--- config.mk ---
export PLATFORM = sky130hd
export DESIGN_NAME = blend_scheduler
export DESIGN_NICKNAME = d
export VERILOG_FILES = /design/src/rtl/blend_scheduler.sv
export SDC_FILE = /design/constraint.sdc
export NUM_CORES = 1
export LEC_CHECK = 0
export BUFFER_PORTS_ARGS = -buffer_cell sky130_fd_sc_hd__buf_2
export CORE_MARGIN = 2
export CORE_UTILIZATION = 30
export CTS_CLUSTER_DIAMETER = 100
export CTS_CLUSTER_SIZE = 40
export DETAILED_ROUTE_END_ITERATION = 7
export SYNTH_ARGS = -nofsm -noshare
export SYNTH_HDL_FRONTEND = slang
export SYNTH_SLANG_ARGS = --single-unit
export TNS_END_PERCENT = 50
--- constraint.sdc ---
create_clock -name aclk -period 16.53 [get_ports aclk]
set_clock_uncertainty 0.2 [all_clocks]
set_input_delay 3.306 -clock aclk [delete_from_list [all_inputs] [get_ports aclk]]
set_output_delay 3.306 -clock aclk [all_outputs]
set_load 0.02 [all_outputs]
--- src/rtl/blend_scheduler.sv ---
// Framebuffer read-modify-write sequencer for alpha blending. A pixel that is
// still in flight stalls new fragments to it until its write-back leaves.
module blend_scheduler #(
  parameter int unsigned PIXEL_WIDTH   = 32,
  parameter int unsigned ADDR_WIDTH    = 16,
  parameter int unsigned BLEND_LATENCY = 2,
  parameter int unsigned MAX_INFLIGHT  = 4
) (
  input  logic                   aclk,
  input  logic                   reset,
  input  logic                   conf_enable,
  input  logic [3:0]             conf_s_factor,
  input  logic [3:0]             conf_d_factor,
  input  logic                   flush,
  output logic                   flush_done,
  output logic                   idle,
  input  logic                   s_frag_valid,
  output logic                   s_frag_ready,
  input  logic [ADDR_WIDTH-1:0]  s_frag_addr,
  input  logic [PIXEL_WIDTH-1:0] s_frag_color,
  output logic                   rd_req_valid,
  input  logic                   rd_req_ready,
  output logic [ADDR_WIDTH-1:0]  rd_req_addr,
  input  logic                   rd_rsp_valid,
  output logic                   rd_rsp_ready,
  input  logic [PIXEL_WIDTH-1:0] rd_rsp_data,
  output logic [3:0]             blend_s_factor,
  output logic [3:0]             blend_d_factor,
  output logic [PIXEL_WIDTH-1:0] blend_src_color,
  output logic [PIXEL_WIDTH-1:0] blend_dst_color,
  input  logic [PIXEL_WIDTH-1:0] blend_color,
  output logic                   m_wr_valid,
  input  logic                   m_wr_ready,
  output logic [ADDR_WIDTH-1:0]  m_wr_addr,
  output logic [PIXEL_WIDTH-1:0] m_wr_data
);

  localparam logic [3:0] FACTOR_ZERO = 4'h0;
  localparam logic [3:0] FACTOR_ONE  = 4'h1;
  localparam int unsigned PTR_W = (MAX_INFLIGHT > 1) ? $clog2(MAX_INFLIGHT) : 1;
  localparam int unsigned CNT_W = $clog2(MAX_INFLIGHT + 1);
  localparam logic [PTR_W-1:0] PTR_LAST = PTR_W'(MAX_INFLIGHT - 1);

  typedef enum logic [1:0] {ST_RUN, ST_DRAIN, ST_DONE, ST_WAIT} state_e;

  function automatic logic [PTR_W-1:0] ptr_inc(input logic [PTR_W-1:0] p);
    return (p == PTR_LAST) ? '0 : p + 1'b1;
  endfunction

  state_e state_q;

  logic [MAX_INFLIGHT-1:0] cam_vld_q, cam_vld_d;
  logic [ADDR_WIDTH-1:0]   cam_addr_q [MAX_INFLIGHT];
  logic [MAX_INFLIGHT-1:0] cam_hit, cam_free_hit;
  logic                    slot_free, hazard, go, accept, wr_fire;
  logic [PTR_W-1:0]        alloc_idx;
  logic [CNT_W-1:0]        occ_q, occ_d;

  logic [ADDR_WIDTH-1:0]   pend_addr_q  [MAX_INFLIGHT];
  logic [PIXEL_WIDTH-1:0]  pend_color_q [MAX_INFLIGHT];
  logic [MAX_INFLIGHT-1:0] pend_byp_q;
  logic [PTR_W-1:0]        pend_wr_q, pend_rd_q;
  logic [CNT_W-1:0]        pend_cnt_q;
  logic                    head_valid, head_byp, issue;

  logic [BLEND_LATENCY-1:0] dly_vld_q;
  logic [ADDR_WIDTH-1:0]    dly_addr_q [BLEND_LATENCY];
  logic                     out_push;

  logic [ADDR_WIDTH-1:0]   out_addr_q [MAX_INFLIGHT];
  logic [PIXEL_WIDTH-1:0]  out_data_q [MAX_INFLIGHT];
  logic [PTR_W-1:0]        out_wr_q, out_rd_q;
  logic [CNT_W-1:0]        out_cnt_q;

  // CAM lookup: hazard on the incoming address, write-back match, lowest free slot
  always_comb begin
    cam_hit      = '0;
    cam_free_hit = '0;
    slot_free    = 1'b0;
    alloc_idx    = '0;
    for (int i = 0; i < int'(MAX_INFLIGHT); i++) begin
      cam_hit[i]      = cam_vld_q[i] && (cam_addr_q[i] == s_frag_addr);
      cam_free_hit[i] = cam_vld_q[i] && (cam_addr_q[i] == m_wr_addr);
      if (!cam_vld_q[i] && !slot_free) begin
        slot_free = 1'b1;
        alloc_idx = PTR_W'(i);
      end
    end
  end

  assign hazard       = |cam_hit;
  assign go           = (state_q == ST_RUN) && s_frag_valid && !hazard && slot_free;
  assign rd_req_valid = go && conf_enable;
  assign rd_req_addr  = s_frag_addr;
  assign s_frag_ready = go && (!conf_enable || rd_req_ready);
  assign accept       = s_frag_ready;
  assign wr_fire      = m_wr_valid && m_wr_ready;

  // One entry per address is guaranteed by the hazard stall, so a free clears at most one slot
  always_comb begin
    cam_vld_d = cam_vld_q & ~(wr_fire ? cam_free_hit : '0);
    if (accept) cam_vld_d[alloc_idx] = 1'b1;
    occ_d = occ_q;
    if (accept && !wr_fire)      occ_d = occ_q + 1'b1;
    else if (!accept && wr_fire) occ_d = occ_q - 1'b1;
  end

  always_ff @(posedge aclk or posedge reset) begin
    if (reset) begin
      cam_vld_q <= '0;
      for (int i = 0; i < int'(MAX_INFLIGHT); i++) cam_addr_q[i] <= '0;
    end else begin
      cam_vld_q <= cam_vld_d;
      if (accept) cam_addr_q[alloc_idx] <= s_frag_addr;
    end
  end

  assign head_valid      = (pend_cnt_q != '0);
  assign head_byp        = pend_byp_q[pend_rd_q];
  assign issue           = head_valid && (head_byp || rd_rsp_valid);
  assign rd_rsp_ready    = head_valid && !head_byp;
  assign blend_src_color = pend_color_q[pend_rd_q];
  assign blend_dst_color = head_byp ? '0 : rd_rsp_data;
  assign blend_s_factor  = head_byp ? FACTOR_ONE  : conf_s_factor;
  assign blend_d_factor  = head_byp ? FACTOR_ZERO : conf_d_factor;

  // Pending FIFO: accepted fragments awaiting their destination read
  always_ff @(posedge aclk or posedge reset) begin
    if (reset) begin
      pend_wr_q  <= '0;
      pend_rd_q  <= '0;
      pend_cnt_q <= '0;
      pend_byp_q <= '0;
      for (int i = 0; i < int'(MAX_INFLIGHT); i++) begin
        pend_addr_q[i]  <= '0;
        pend_color_q[i] <= '0;
      end
    end else begin
      if (accept) begin
        pend_addr_q[pend_wr_q]  <= s_frag_addr;
        pend_color_q[pend_wr_q] <= s_frag_color;
        pend_byp_q[pend_wr_q]   <= !conf_enable;
        pend_wr_q               <= ptr_inc(pend_wr_q);
      end
      if (issue) pend_rd_q <= ptr_inc(pend_rd_q);
      case ({accept, issue})
        2'b10:   pend_cnt_q <= pend_cnt_q + 1'b1;
        2'b01:   pend_cnt_q <= pend_cnt_q - 1'b1;
        default: ;
      endcase
    end
  end

  // Address shadow of the blender pipeline
  always_ff @(posedge aclk or posedge reset) begin
    if (reset) begin
      dly_vld_q <= '0;
      for (int i = 0; i < int'(BLEND_LATENCY); i++) dly_addr_q[i] <= '0;
    end else begin
      dly_vld_q[0]  <= issue;
      dly_addr_q[0] <= pend_addr_q[pend_rd_q];
      for (int i = 1; i < int'(BLEND_LATENCY); i++) begin
        dly_vld_q[i]  <= dly_vld_q[i-1];
        dly_addr_q[i] <= dly_addr_q[i-1];
      end
    end
  end

  assign out_push   = dly_vld_q[BLEND_LATENCY-1];
  assign m_wr_valid = (out_cnt_q != '0);
  assign m_wr_addr  = out_addr_q[out_rd_q];
  assign m_wr_data  = out_data_q[out_rd_q];

  // Output FIFO: occupancy bounded by the CAM, so the blender never needs to stall
  always_ff @(posedge aclk or posedge reset) begin
    if (reset) begin
      out_wr_q  <= '0;
      out_rd_q  <= '0;
      out_cnt_q <= '0;
      for (int i = 0; i < int'(MAX_INFLIGHT); i++) begin
        out_addr_q[i] <= '0;
        out_data_q[i] <= '0;
      end
    end else begin
      if (out_push) begin
        out_addr_q[out_wr_q] <= dly_addr_q[BLEND_LATENCY-1];
        out_data_q[out_wr_q] <= blend_color;
        out_wr_q             <= ptr_inc(out_wr_q);
      end
      if (wr_fire) out_rd_q <= ptr_inc(out_rd_q);
      case ({out_push, wr_fire})
        2'b10:   out_cnt_q <= out_cnt_q + 1'b1;
        2'b01:   out_cnt_q <= out_cnt_q - 1'b1;
        default: ;
      endcase
    end
  end

  // Flush sequencing; done fires the cycle after the last write-back leaves
  always_ff @(posedge aclk or posedge reset) begin
    if (reset) begin
      state_q    <= ST_RUN;
      occ_q      <= '0;
      idle       <= 1'b1;
      flush_done <= 1'b0;
    end else begin
      occ_q      <= occ_d;
      idle       <= (occ_d == '0);
      flush_done <= 1'b0;
      case (state_q)
        ST_RUN:   if (flush) state_q <= ST_DRAIN;
        ST_DRAIN: if (occ_d == '0) begin
          state_q    <= ST_DONE;
          flush_done <= 1'b1;
        end
        ST_DONE:  state_q <= flush ? ST_WAIT : ST_RUN;
        ST_WAIT:  if (!flush) state_q <= ST_RUN;
        default:  state_q <= ST_RUN;
      endcase
    end
  end

endmodule

Word level (Yosys, flattened, before mapping)
Index checks and enable logic that the tools add are counted.

Add/subtract/negate cells: 10. Order comparisons: 13. Equal/unequal tests: 22. Muxes and demuxes: 61. Bitwise operators: 8. Reductions and logical operators: 46.

Operators by type and width (count): $bwmux 128 (2); $mux 32 (7); $bwmux 64 (3); $bmux 32 s2 (2); $demux 32 s2 (2); $eq 16x16->1 (8); $mux 16 (7); $demux 16 s2 (3); $bmux 16 s2 (2); $logic_and 1x1->1 (26); $mux 2 (10); $eq 2x2->1 const B (8); $mux 4 (4); $ge 3x3->1 const B (5); $not 2->3 (5); $pmux 3 s2 (2); $logic_not 1->1 (10); $mux 1 (10); $add 3x1->3 const B (3); $lt 2x3->1 const B (3); $lt 3x1->1 const B (3); $sub 3x1->3 const B (3); $add 2x1->2 const B (4); $pmux 2 s4 (1); other kinds (17) (27).

Register bits: 511. Bits of input ports: 128. Output and inout port bits: 142.

Longest topological paths before layout
Gate-level depths: netlist of run 1.

Depth after elaboration: 18. Gate-level depth with buffers: 12. Depth with buffers taken out: 11.

Worst setup path before layout of run 1
OpenSTA, ideal clock, no wires.

Path type: input port to output port. From: in s_frag_addr[13]. To: out s_frag_ready. Arrival: 4.596 ns. Path slack: 8.428 ns. Stages: 7. Path buffers: 2. Path through: buf_4 -> xor2_1 -> nor3_1 -> nand4_1 -> o22ai_2 -> nor4b_4 -> buf_4.

Longest elaborated chain between the ends: 7. Elaborated cells between the ends (all ways): 13.

Ends and longest elaborated chain: start, declared (RTL line 19) `input logic [ADDR_WIDTH-1:0] s_frag_addr,`; $eq 16x16->1 (RTL line 82) `cam_hit[i] = cam_vld_q[i] && (cam_addr_q[i] == s_frag_addr);`; $logic_and 1x1->1 (RTL line 82); $reduce_or 4->1 (*) (RTL line 91) `assign hazard = |cam_hit;`; $logic_not 1->1 (*) (RTL line 92) `assign go = (state_q == ST_RUN) && s_frag_valid && !hazard && slot_free;`; $logic_and 1x1->1 (*) (2 in a row) (RTL line 92); $logic_and 1x1->1 (*) (RTL line 95) `assign s_frag_ready = go && (!conf_enable || rd_req_ready);`; end, declared (RTL line 18) `output logic s_frag_ready,`.

Mark *: on every way between the ends. The rest lies on a longest branch, timed or not.

Final worst setup path of run 1
From: in s_frag_addr[0]. To: out s_frag_ready.

Same word-level chain as after synthesis.

==> results.md, run 1 <==
* Run status: complete, no violations
* Initial antenna violation count at 7
* Worst-path clk slew at 110 ps
* Fraction of the mapped netlist area in adder cells at 0.00970
* Fin crit share at 0.524
* CP endpoint kind: output pin
* Area delta synth->final at 14.1%
* Post-synth EDFFs at 0
* Unrepaired setup endpoints after global routing: no
* Clock buffer count from CTS at 28
* Total negative slack at 0 ps
* Crit-path max FO at 18
* Post-CTS Hold Buffers at 0
* Layout fillers at 7515
* WP data arrival at 5160 ps
* Highest Clock Rate at between 100 and 150 MHz
* Worst slew margin at 0.334
* Cell Count, Final, Fillers Out at 2783
* Fin nets at ~1.9k
* IO Port Bufs at about 270
* Top-count cell post-synth: dfrtp_1
* Mapped Cells at between 1.5k and 2k
* Total grt overflow at 0
* Final-report max-slew violation count at 0
* DRC Markers at 0
* DP Wirelength at 37.0 mm
* Most frequent cells after synthesis: dfrtp_1, mux2_2, xor2_1
* DR vias/cell at roughly 4.7
* Ports at 270
* Top cell type's share of synthesized area at 0.549
* WHS Path Cells at 0
* Initial Utilization at 0.301
* Flops & latches, synth at slightly above 500
* Routability Congestion at about 0.89
* Critical path origin: s_frag_addr[0]
* Largest area contributor in the netlist: dfrtp_1
* Fin crit period at 8660 ps
* Mux contribution to synthesized area at 0.315
* Leakage Power at roughly 12 nW
* Synth Area in XOR/XNOR at 0.0509
* First-pass DRT Iterations at 4
* Worst vdd ir at between 100 and 150 uV
* Critical path's largest stage delay at 410 ps
* Global router's overall resource usage at 0.140
* Mapped Area at roughly 0.023 mm2
* Core area at slightly below 0.08 mm2
* Unique masters post-synth at 45
* Largest family of logic cells by synthesized area: multiplexers
* Sw frac at 0.389
* WHS Endpoint: dly_addr_q[1]
* Reg-to-reg critical path startpoint: out_rd_q[0]
* Vias in the first global route at approximately 14k
* Gate power share at 0.454
* Reg area at about 0.013 mm2
* Via count at between 10k and 15k
* R2r setup slk at 12900 ps
* Syn nets at around 1.7k
* Pin count of the biggest net entering global routing at approximately 170
* Bufs on Longest Clock Path at 3
* Hold Crit Start: dly_addr_q[17]
* Synthesized area per cell at around 15 um2
* Synth area leaders: dfrtp_1, mux2_2, mux4_2
* DRT Wirelength at 56.2 mm
* Num rows at around 100
* Routed WL per cell at 20.2 um
* Setup violators final at 0
* Seq/Total Area, Yosys at 0.551
* Asr flop ratio synth at 1.00
* Synth Area in Compound Gates at 0.00673
* Reg2Reg Capture Point: cam_vld_q[2]
* Root buffer selected by CTS: clkbuf_16
* Share of cells above drive strength 1 at 0.519
* R2r worst-path depth at 7
* Die height at between 200 and 300 um
* Placed instance count at 2729
* H-tree lvl count at 1
* Area of the multi-input gates at slightly below 0.01 mm2
* CTS tree: built
* Yosys warnings at 0
* CTS sink count at 511
* Max_cap viols at 0
* Simple-Gate Fraction of Synth Area at 0.0367
* Die Width at approximately 280 um
* CTS resizes at 0
* Required time worst endpoint at around 13000 ps
* Die area at around 0.08 mm2
* First-pass GRT wire length at slightly below 90 mm
* Critical path class: input pin to output pin
* Post-route ant nets at 0
* Slowest CP cell: nor4_1
* Post-synth top flop: dfrtp_1
* Power Density at around 210 mW/mm2
* Slew @ Worst Pin at between 900 and 1000 ps
* Hold crit path type: flop to flop
* Setup bufs post-CTS at 0
* Drt initial violations at approximately 600
* Setup crit start kind: input pin
* Internal Pwr Total at 3.47 mW
* Worst-Skew Late Latency at approximately 650 ps
* Fin. Hold Viols at 0
* Clk network pwr share at 0.150
* Crit path top cell by count: buf_2
* Sequential Power Share at 0.396
* Switching power total at ~2.2 mW
* CP Cell Sequence: buf_2 > xor2_1 > nor4_1 > nand4_1 > a21boi_1 > nor4b_4 > buf_4 > buf_2
==> per-stage QoR <==
step / total power [mW] / instance area [um2] / util / hold slack [ps] / worst slack [ps]
6_report: 5.69 / 26500 / 0.344 / 158 / 7870
5_1_grt: 6.07 / 26500 / 0.344 / 165 / 7760
4_1_cts: 5.79 / 26500 / 0.344 / 160 / 7860
3_5_place_dp: 4.91 / 25400 / 0.330 / 135 / 7860
3_3_place_gp: 4.81 / 25400 / 0.330 / 135 / 7900
2_1_floorplan: 4.10 / 23200 / - / 131 / 6090
==> worst max path at each step <==
stage          slack, ps  cells after the start       endpoint
2_1_floorplan       6090                      1  cam_addr_q[0]
3_3_place_gp        7900                      8   s_frag_ready
3_5_place_dp        7860                      8   s_frag_ready
4_1_cts             7860                      8   s_frag_ready
5_1_grt             7760                      8   s_frag_ready
6_report            7870                      8   s_frag_ready
==> cell type report <==
cell class	instances	area share
Multi-Input combinational cell	875	0.368
Inverter	15	0.00236
Sequential cell	511	0.483
Timing Repair Buffer	288	0.0567
Antenna cell	2	0.000189
Clock buffer	31	0.0272
Tap cell	1040	0.0491
Clock inverter	21	0.0135
==> cell usage in the layout, fill, tap and decap left out, drive strengths merged, types with 2 or more instances in the layout <==
| cell type | Yosys | routed |
|---|---|---|
| xor2 | 105 | 105 |
| nor2 | 15 | 15 |
| clkinvlp | 0 | 3 |
| clkinv | 0 | 12 |
| buf | 76 | 288 |
| nor4 | 21 | 21 |
| nor3 | 13 | 13 |
| a21oi | 4 | 4 |
| or2 | 2 | 2 |
| nor2b | 40 | 40 |
| a21o | 5 | 5 |
| clkbuf | 49 | 31 |
| diode | 0 | 2 |
| xnor2 | 30 | 30 |
| o21ai | 7 | 7 |
| fa | 2 | 2 |
| mux4 | 97 | 97 |
| nand4 | 12 | 12 |
| nand3 | 5 | 5 |
| or3 | 4 | 4 |
| inv | 15 | 21 |
| dfrtp | 510 | 510 |
| mux2 | 450 | 450 |
| nand2 | 28 | 28 |
| mux2i | 3 | 3 |
| o31ai | 3 | 3 |
| ha | 14 | 14 |
| and2 | 6 | 6 |
==> sequential cells by signal (all words and copies together) (netlist names), 2 cells and up <==
signal	count
out_wr_q	2
pend_cnt_q	3
pend_addr_q	64
dly_addr_q	32
dly_vld_q	2
out_cnt_q	3
out_addr_q	64
out_rd_q	2
cam_vld_q	4
pend_wr_q	2
pend_byp_q	4
out_data_q	128
cam_addr_q	64
pend_rd_q	2
state_q	2
pend_color_q	128
occ_q	3
==> critical path: cells and delay by family <==
kind	cells	cell delay, ps
buffers and inverters	3	720
AND/OR/NAND/NOR	3	670
AO/OA/AOI/OAI	1	300
XOR/XNOR	1	120
==> power by group through the flow <==
stage | Sequential [mW] | Combinational (mW) | Clock, mW
2_1_floorplan | 2.13 | 1.97 | 0
4_1_cts | 2.26 | 2.64 | 0.894
3_3_place_gp | 2.24 | 2.58 | 0
3_5_place_dp | 2.28 | 2.63 | 0
6_report | 2.25 | 2.58 | 0.854
5_1_grt | 2.33 | 2.80 | 0.938
==> metal layers <==
layer	global-route usage	vias up	part of all wire
li1	-	5804	-
met1	0.190	7025	0.45
met2	0.234	239	0.48
met3	0.0273	68	0.050
met4	0.0286	12	0.021
met5	0	-	0.0012
==> kinds of logic after synthesis <==
logic type	count (synthesis)
AOI/OAI and AO/OA	24
xor gates and xnor gates	135
adders and majority gates	17
buffers and inverters	140
DFF	511
muxes	550
and+or+nand+nor	149
No activity file was read; power rests on OpenSTA's default activity.
==> run 2: changes to the inputs <==
==> constraint.sdc (replaced) <==
create_clock -name aclk -period 8.73 [get_ports aclk]
set_clock_uncertainty 0.2 [all_clocks]
set_input_delay 1.746 -clock aclk [delete_from_list [all_inputs] [get_ports aclk]]
set_output_delay 1.746 -clock aclk [all_outputs]
set_load 0.02 [all_outputs]
==> run 2 against run 1 <==
Sequential power increased by 89%. Via count decreased by 0.20%. Flip-flop and latch count unchanged. Highest routed layer unchanged. Largest cell class unchanged. Critical path depth unchanged. Sequential share of layout area about the same. Setup slack got worse by 4700 ps.
==> results.md, run 2 (synthesis gave the netlist of run 1 again) <==
* Run status: complete, no violations (unchanged)
* WP buf/inv at 3 (unchanged)
* WP data arrival at 3580 ps (was 5160 ps)
* Global router's overall resource usage at 0.140 (about the same)
* Critical path depth at 8 (unchanged)
* CTS sink count at 511 (unchanged)
* Initial antenna violation count at 7 (unchanged)
* Unrepaired setup endpoints after global routing: no (unchanged)
* IO Port Bufs at 269 (unchanged)
* Routability Congestion at 0.888 (was 0.885)
* Slew @ Worst Pin at 982 ps (was 998 ps)
* Core area at 0.0771 mm2 (unchanged)
* Routed WL per cell at 20.1 um (was 20.2 um)
* H-tree lvl count at 1 (unchanged)
* Initial Utilization at 0.301 (unchanged)
* Slowest CP cell: nor4_1 (unchanged)
* Clock buffer count from CTS at 28 (unchanged)
* Vias in the first global route at 14.3k (was 14.2k)
* WHS Path Cells at 0 (unchanged)
* DRT Wirelength at 55.9 mm (was 56.2 mm)
* Fin. Hold Viols at 0 (unchanged)
* Worst-path clk slew at 100 ps (was 110 ps)
* First-pass DRT Iterations at 5 (was 4)
* DR vias/cell at 4.72 (about the same)
* Hold crit path type: flop to flop (unchanged)
* CTS tree: built (unchanged)
* Die area at 0.0797 mm2 (unchanged)
* Setup bufs post-CTS at 0 (unchanged)
* Post-route ant nets at 0 (unchanged)
* Fin crit share at 0.633
* Largest regs: out_data_q x128, pend_color_q x128 (unchanged)
* Worst-Skew Late Latency at 650 ps (about the same)
* Critical path's largest stage delay at 470 ps (was 410 ps)
* Max_cap viols at 0 (unchanged)
* First-pass GRT wire length at 86.0 mm (was 86.8 mm)
* R2r worst-path depth at 8 (was 7)
* CP endpoint kind: output pin (unchanged)
* Highest Clock Rate at between 150 and 200 MHz
* Die Width at 282 um (unchanged)
* Drt initial violations at 623 (was 585)
* Crit path top cell by count: buf_2 (unchanged)
* CP Cell Sequence: buf_2 > xor2_1 > nor4_1 > nand4_1 > o22ai_2 > nor4b_4 > buf_4 > buf_2 (was buf_2 > xor2_1 > nor4_1 > nand4_1 > a21boi_1 > nor4b_4 > buf_4 > buf_2)
* Pin count of the biggest net entering global routing at 179 (was 166)
* Fin nets at 1863 (unchanged)
* Worst slew margin at 0.343 (was 0.334)
* DRC Markers at 0 (unchanged)
* Die height at 282 um (unchanged)
* Required time worst endpoint at 6780 ps (was 13020 ps)
* Util after Layout at 0.344 (about the same)
* Share of cells above drive strength 1 at 0.520 (was 0.519)
* DP Wirelength at 37.1 mm (was 37.0 mm)
* Via count at 13.1k (about the same)
* Commonest non-fill, non-tap cells in the layout: dfrtp_1, mux2_2, buf_2, xor2_1, mux4_2 (unchanged)
* CTS resizes at 0 (unchanged)
* Root buffer selected by CTS: clkbuf_16 (unchanged)
* Setup crit start kind: input pin (unchanged)
* Final-report max-slew violation count at 0 (unchanged)
* Hold slack at 134 ps (was 158 ps)
* Critical path class: input pin to output pin (unchanged)
* Placed instance count at 2729 (unchanged)
* Power Density at 408 mW/mm2 (was 215 mW/mm2)
* Total grt overflow at 0 (unchanged)
* Setup violators final at 0 (unchanged)
* Area delta synth->final at 14.2% (was 14.1%)
* CP delay by family, top: simple AND/OR/NAND/NOR gates (was buffers and inverters)
* Num rows at 102 (unchanged)
* Fin crit period at 5530 ps
* Worst vdd ir at 198 uV (was 135 uV)
* Post-CTS Hold Buffers at 0 (unchanged)
* Cell Count, Final, Fillers Out at 2782 (was 2783)
* Leakage Power at 11.8 nW (was 11.7 nW)
* Ports at 270 (unchanged)
* Bufs on Longest Clock Path at 3 (unchanged)
* Crit-path max FO at 18 (unchanged)
* Most common cell after layout, fill and taps aside: dfrtp_1 (unchanged)
-- run 2: path summary, 6_finish.rpt --
check	slack (ps)	to	start
setup reg to reg	5130	pend_cnt_q[2]	pend_rd_q[0]
setup / recovery	3200	s_frag_ready	s_frag_addr[0]
min in group asynchronous	1000	pend_color_q[19]	reset
hold / removal	130	dly_addr_q[9]	dly_addr_q[25]
hold reg to reg	130	dly_addr_q[9]	dly_addr_q[25]
max in group asynchronous	5580	out_data_q[100]	reset
-- run 2: metal layers --
layer | global-route usage | part of all wire | up-vias
li1 | - | - | 5801
met1 | 0.184 | 0.44 | 6988
met2 | 0.238 | 0.49 | 264
met3 | 0.0287 | 0.051 | 57
met4 | 0.0265 | 0.018 | 12
met5 | 0 | 0.0015 | -
-- run 2: final cells by class --
| type | instances | area (um2) |
|---|---|---|
| clock inverters | 20 | 348 |
| repair buffers | 288 | 1510 |
| fillers | 7511 | 50600 |
| inverters | 15 | 62.6 |
| clock buffers | 32 | 746 |
| multi-input cells | 875 | 9750 |
| well taps | 1040 | 1300 |
| flip-flops and latches | 511 | 12800 |
| diodes | 1 | 2.50 |
-- run 2: metrics by stage --
stage | instance area [um2] | setup slack, ps | TNS (ps) | power (mW)
2_1_floorplan | 23200 | -154 | -78300 | 7.76
3_3_place_gp | 25400 | 3230 | 0 | 9.12
3_5_place_dp | 25400 | 3200 | 0 | 9.30
4_1_cts | 26500 | 3200 | 0 | 11.0
5_1_grt | 26500 | 3040 | 0 | 11.5
6_report | 26500 | 3200 | 0 | 10.8
-- run 2: where the power goes --
part	switching, mW	total, mW	leakage (nW)	internal (mW)
registers	0.745	4.26	6.27	3.51
logic	2.50	4.90	4.97	2.39
clock network	0.935	1.65	0.525	0.720
==> run 3: changes to the inputs <==
--- a/config.mk
+++ b/config.mk
@@ -5,6 +5,7 @@
 export SDC_FILE = /design/constraint.sdc
 export NUM_CORES = 1
 export LEC_CHECK = 0
+export ABC_AREA = 1
 export BUFFER_PORTS_ARGS = -buffer_cell sky130_fd_sc_hd__buf_2
 export CORE_MARGIN = 2
 export CORE_UTILIZATION = 30
==> constraint.sdc (replaced) <==
create_clock -name aclk -period 5.6 [get_ports aclk]
set_clock_uncertainty 0.2 [all_clocks]
set_input_delay 1.12 -clock aclk [delete_from_list [all_inputs] [get_ports aclk]]
set_output_delay 1.12 -clock aclk [all_outputs]
set_load 0.02 [all_outputs]
==> run 3 against run 2 <==
Clock power rose by 47%. Hold slack better by 12 ps. Utilization down 0.31 points.
==> results.md, run 3 <==
* Run status: complete, no violations (unchanged)
* Top cell type's share of synthesized area at 0.546 (was 0.549)
* Fin crit period at between 4000 and 5000 ps
* Ports at 270 (unchanged)
* WP buf/inv at 4 (was 3)
* Worst-Skew Late Latency at 620 ps (was 650 ps)
* Synthesized area per cell at 8.35 um2 (was 15.2 um2)
* Worst slew margin at 0.359 (was 0.343)
* Top-count cell post-synth: nand2_1 (was dfrtp_1)
* Post-route ant nets at 0 (unchanged)
* Die Width at 283 um (was 282 um)
* CP Cell Sequence: inv_2 > buf_12 > nand2_1 > nand3_1 > nand2_1 > inv_1 > buf_2 (was buf_2 > xor2_1 > nor4_1 > nand4_1 > o22ai_2 > nor4b_4 > buf_4 > buf_2)
* Slew @ Worst Pin at 961 ps (was 982 ps)
* First-pass DRT Iterations at 6 (was 5)
* CTS sink count at 511 (unchanged)
* Post-CTS Hold Buffers at 0 (unchanged)
* Num rows at 102 (unchanged)
* Post-synth top flop: dfrtp_1 (unchanged)
* Critical path class: flop to output pin (was input pin to output pin)
* Mapped Cells at 2801 (was 1526)
* Post-synth EDFFs at 0 (unchanged)
* CP delay by family, top: buffers and inverters (was simple AND/OR/NAND/NOR gates)
* Share of cells above drive strength 1 at 0.129 (was 0.520)
* Fin nets at 3076 (was 1863)
* Leakage Power at 12.8 nW (was 11.8 nW)
* Setup violators final at 0 (unchanged)
* Seq/Total Area, Yosys at 0.547 (was 0.551)
* Fin crit share at 0.778
* DR vias/cell at 4.70 (was 4.72)
* Die area at 0.0802 mm2 (was 0.0797 mm2)
* Required time worst endpoint at 4280 ps (was 6780 ps)
* Area of the multi-input gates at 0.00878 mm2 (was 0.00975 mm2)
* Final-report max-slew violation count at 0 (unchanged)
* Via count at 18.8k (was 13.1k)
* Worst vdd ir at 321 uV (was 198 uV)
* Setup crit start kind: flop (was input pin)
* Fin. Hold Viols at 0 (unchanged)
* Place WS at 1290 ps (was 3200 ps)
* Pin count of the biggest net entering global routing at 113 (was 179)
* Drt initial violations at 1460 (was 623)
* Worst setup margin at 1250 ps (was 3200 ps)
* Initial antenna violation count at 1 (was 7)
* Unique masters post-synth at 45 (unchanged)
* Yosys warnings at 0 (unchanged)
* WHS Path Cells at 0 (unchanged)
* Max_cap viols at 0 (unchanged)
* Critical path's largest stage delay at 670 ps (was 470 ps)
* CTS tree: built (unchanged)
* Hold crit path type: flop to flop (unchanged)
* Worst-path clk slew at 140 ps (was 100 ps)
* H-tree lvl count at 1 (unchanged)
* Cell area after layout at 0.0264 mm2 (was 0.0265 mm2)
* Largest regs: out_data_q x128, pend_color_q x128 (unchanged)
* Crit path top cell by count: nand2_1 (was buf_2)
* Die height at 283 um (was 282 um)
* Mapped Area at 0.0234 mm2 (was 0.0232 mm2)
* Placed cell area at 0.0254 mm2 (about the same)
* Clock buffer count from CTS at 24 (was 28)
* Reg area at 0.0128 mm2 (about the same)
* Setup bufs post-CTS at 0 (unchanged)
* Largest area contributor in the netlist: dfrtp_1 (unchanged)
* Flops & latches, synth at 511 (unchanged)
* Cell Count, Final, Fillers Out at 3992 (was 2782)
* Routability Congestion at 0.918 (was 0.888)
* DRC Markers at 0 (unchanged)
* Layout fillers at 8196 (was 7511)
* Critical path depth at 7 (was 8)
* Placed instance count at 3946 (was 2729)
* First-pass GRT wire length at 102 mm (was 86.0 mm)
* Core area at 0.0773 mm2 (was 0.0771 mm2)
* R2r worst-path depth at 8 (unchanged)
* Asr flop ratio synth at 1.00 (unchanged)
* Syn nets at 2945 (was 1670)
* Slowest CP cell: dfrtp_4 (was nor4_1)
* Power Density at 615 mW/mm2 (was 408 mW/mm2)
* IO Port Bufs at 269 (unchanged)
* Most frequent cells after synthesis: nand2_1, o21ai_0, dfrtp_1 (was dfrtp_1, mux2_2, xor2_1)
* WP data arrival at 3030 ps (was 3580 ps)
* Commonest non-fill, non-tap cells in the layout: nand2_1, o21ai_0, dfrtp_1, buf_2, nor2_1 (was dfrtp_1, mux2_2, buf_2, xor2_1, mux4_2)
* DRT Wirelength at 63.0 mm (was 55.9 mm)
* Global router's overall resource usage at 0.154 (was 0.140)
* CP endpoint kind: output pin (unchanged)
* Area delta synth->final at 12.7% (was 14.2%)
* Root buffer selected by CTS: clkbuf_16 (unchanged)
* CTS resizes at 0 (unchanged)
* Crit-path max FO at 73 (was 18)
* Routed WL per cell at 15.8 um (was 20.1 um)
* Most common cell after layout, fill and taps aside: nand2_1 (was dfrtp_1)
* Bufs on Longest Clock Path at 3 (unchanged)
* DP Wirelength at 40.4 mm (was 37.1 mm)
* Unrepaired setup endpoints after global routing: no (unchanged)
* Vias in the first global route at 18.2k (was 14.3k)
* Initial Utilization at 0.302 (was 0.301)
* Total grt overflow at 0 (unchanged)
* Highest Clock Rate at about 230 MHz
* Total Power at 16.2 mW (was 10.8 mW)
* Synth area leaders: dfrtp_1, o21ai_0, nand2_1 (was dfrtp_1, mux2_2, mux4_2)
[run 3: layout make-up]
class | count | area share
Sequential cell | 511 | 0.485
Multi-Input combinational cell | 1871 | 0.333
Timing Repair Buffer | 296 | 0.0621
Tap cell | 1040 | 0.0493
Inverter | 228 | 0.0326
Clock buffer | 28 | 0.0249
Clock inverter | 16 | 0.0125
Antenna cell | 2 | 0.000190
[run 3: cell families (layout without fill, tap and decap cells)]
kind of cell	count (synthesis)	count (layout)	share of synthesized area
flip-flops	511	511	0.547
XOR/XNOR	46	46	0.0172
other	0	2	0
multiplexers	1	1	0.000481
buffers and inverters	419	568	0.0788
adder cells (fa/ha/maj)	16	16	0.00920
AND/OR/NAND/NOR	1048	1048	0.178
AO/OA/AOI/OAI	760	760	0.169
[run 3: per-layer routing]
metal  wire length, um  vias up  share of wire  track usage
met1             29100     8898           0.46        0.214
met3              3850       71          0.061       0.0272
li1                  -     9298              -            -
met5                13        -        0.00021            0
met4              1400        2          0.022       0.0361
met2             28600      491           0.45        0.249
[run 3: power breakdown]
group | switching [mW] | internal [mW] | total (mW)
combinational | 4.99 | 2.41 | 7.40
clock | 1.41 | 1.00 | 2.42
sequential | 1.06 | 5.33 | 6.39
[run 3: through the flow]
stage	hold slack, ps	util	setup TNS, ps
finish	146	0.341	0
CTS	151	0.341	0
detailed placement	135	0.328	0
global route	165	0.341	0
floorplan	131	-	-1356060
global placement	131	0.328	0
[run 3: final timing paths]
check / from / end / slack (ps)
max reg2reg: pend_rd_q[0] / pend_cnt_q[1] / 1780
min: dly_addr_q[20] / dly_addr_q[4] / 150
max: out_rd_q[0] / m_wr_addr[8] / 1250
max in group asynchronous: reset / out_addr_q[20] / 3590
min reg2reg: dly_addr_q[20] / dly_addr_q[4] / 150
min in group asynchronous: reset / out_data_q[126] / 470
[run 3: worst reg2reg max path: stages, from the launching register on]
cell and delay [ps]:
dfrtp_4 670, inv_2 580, o21ai_0 260, o22ai_4 190
nor2_1 60, nor2_1 690, ha_1 380, fa_1 430
mux2_2 270
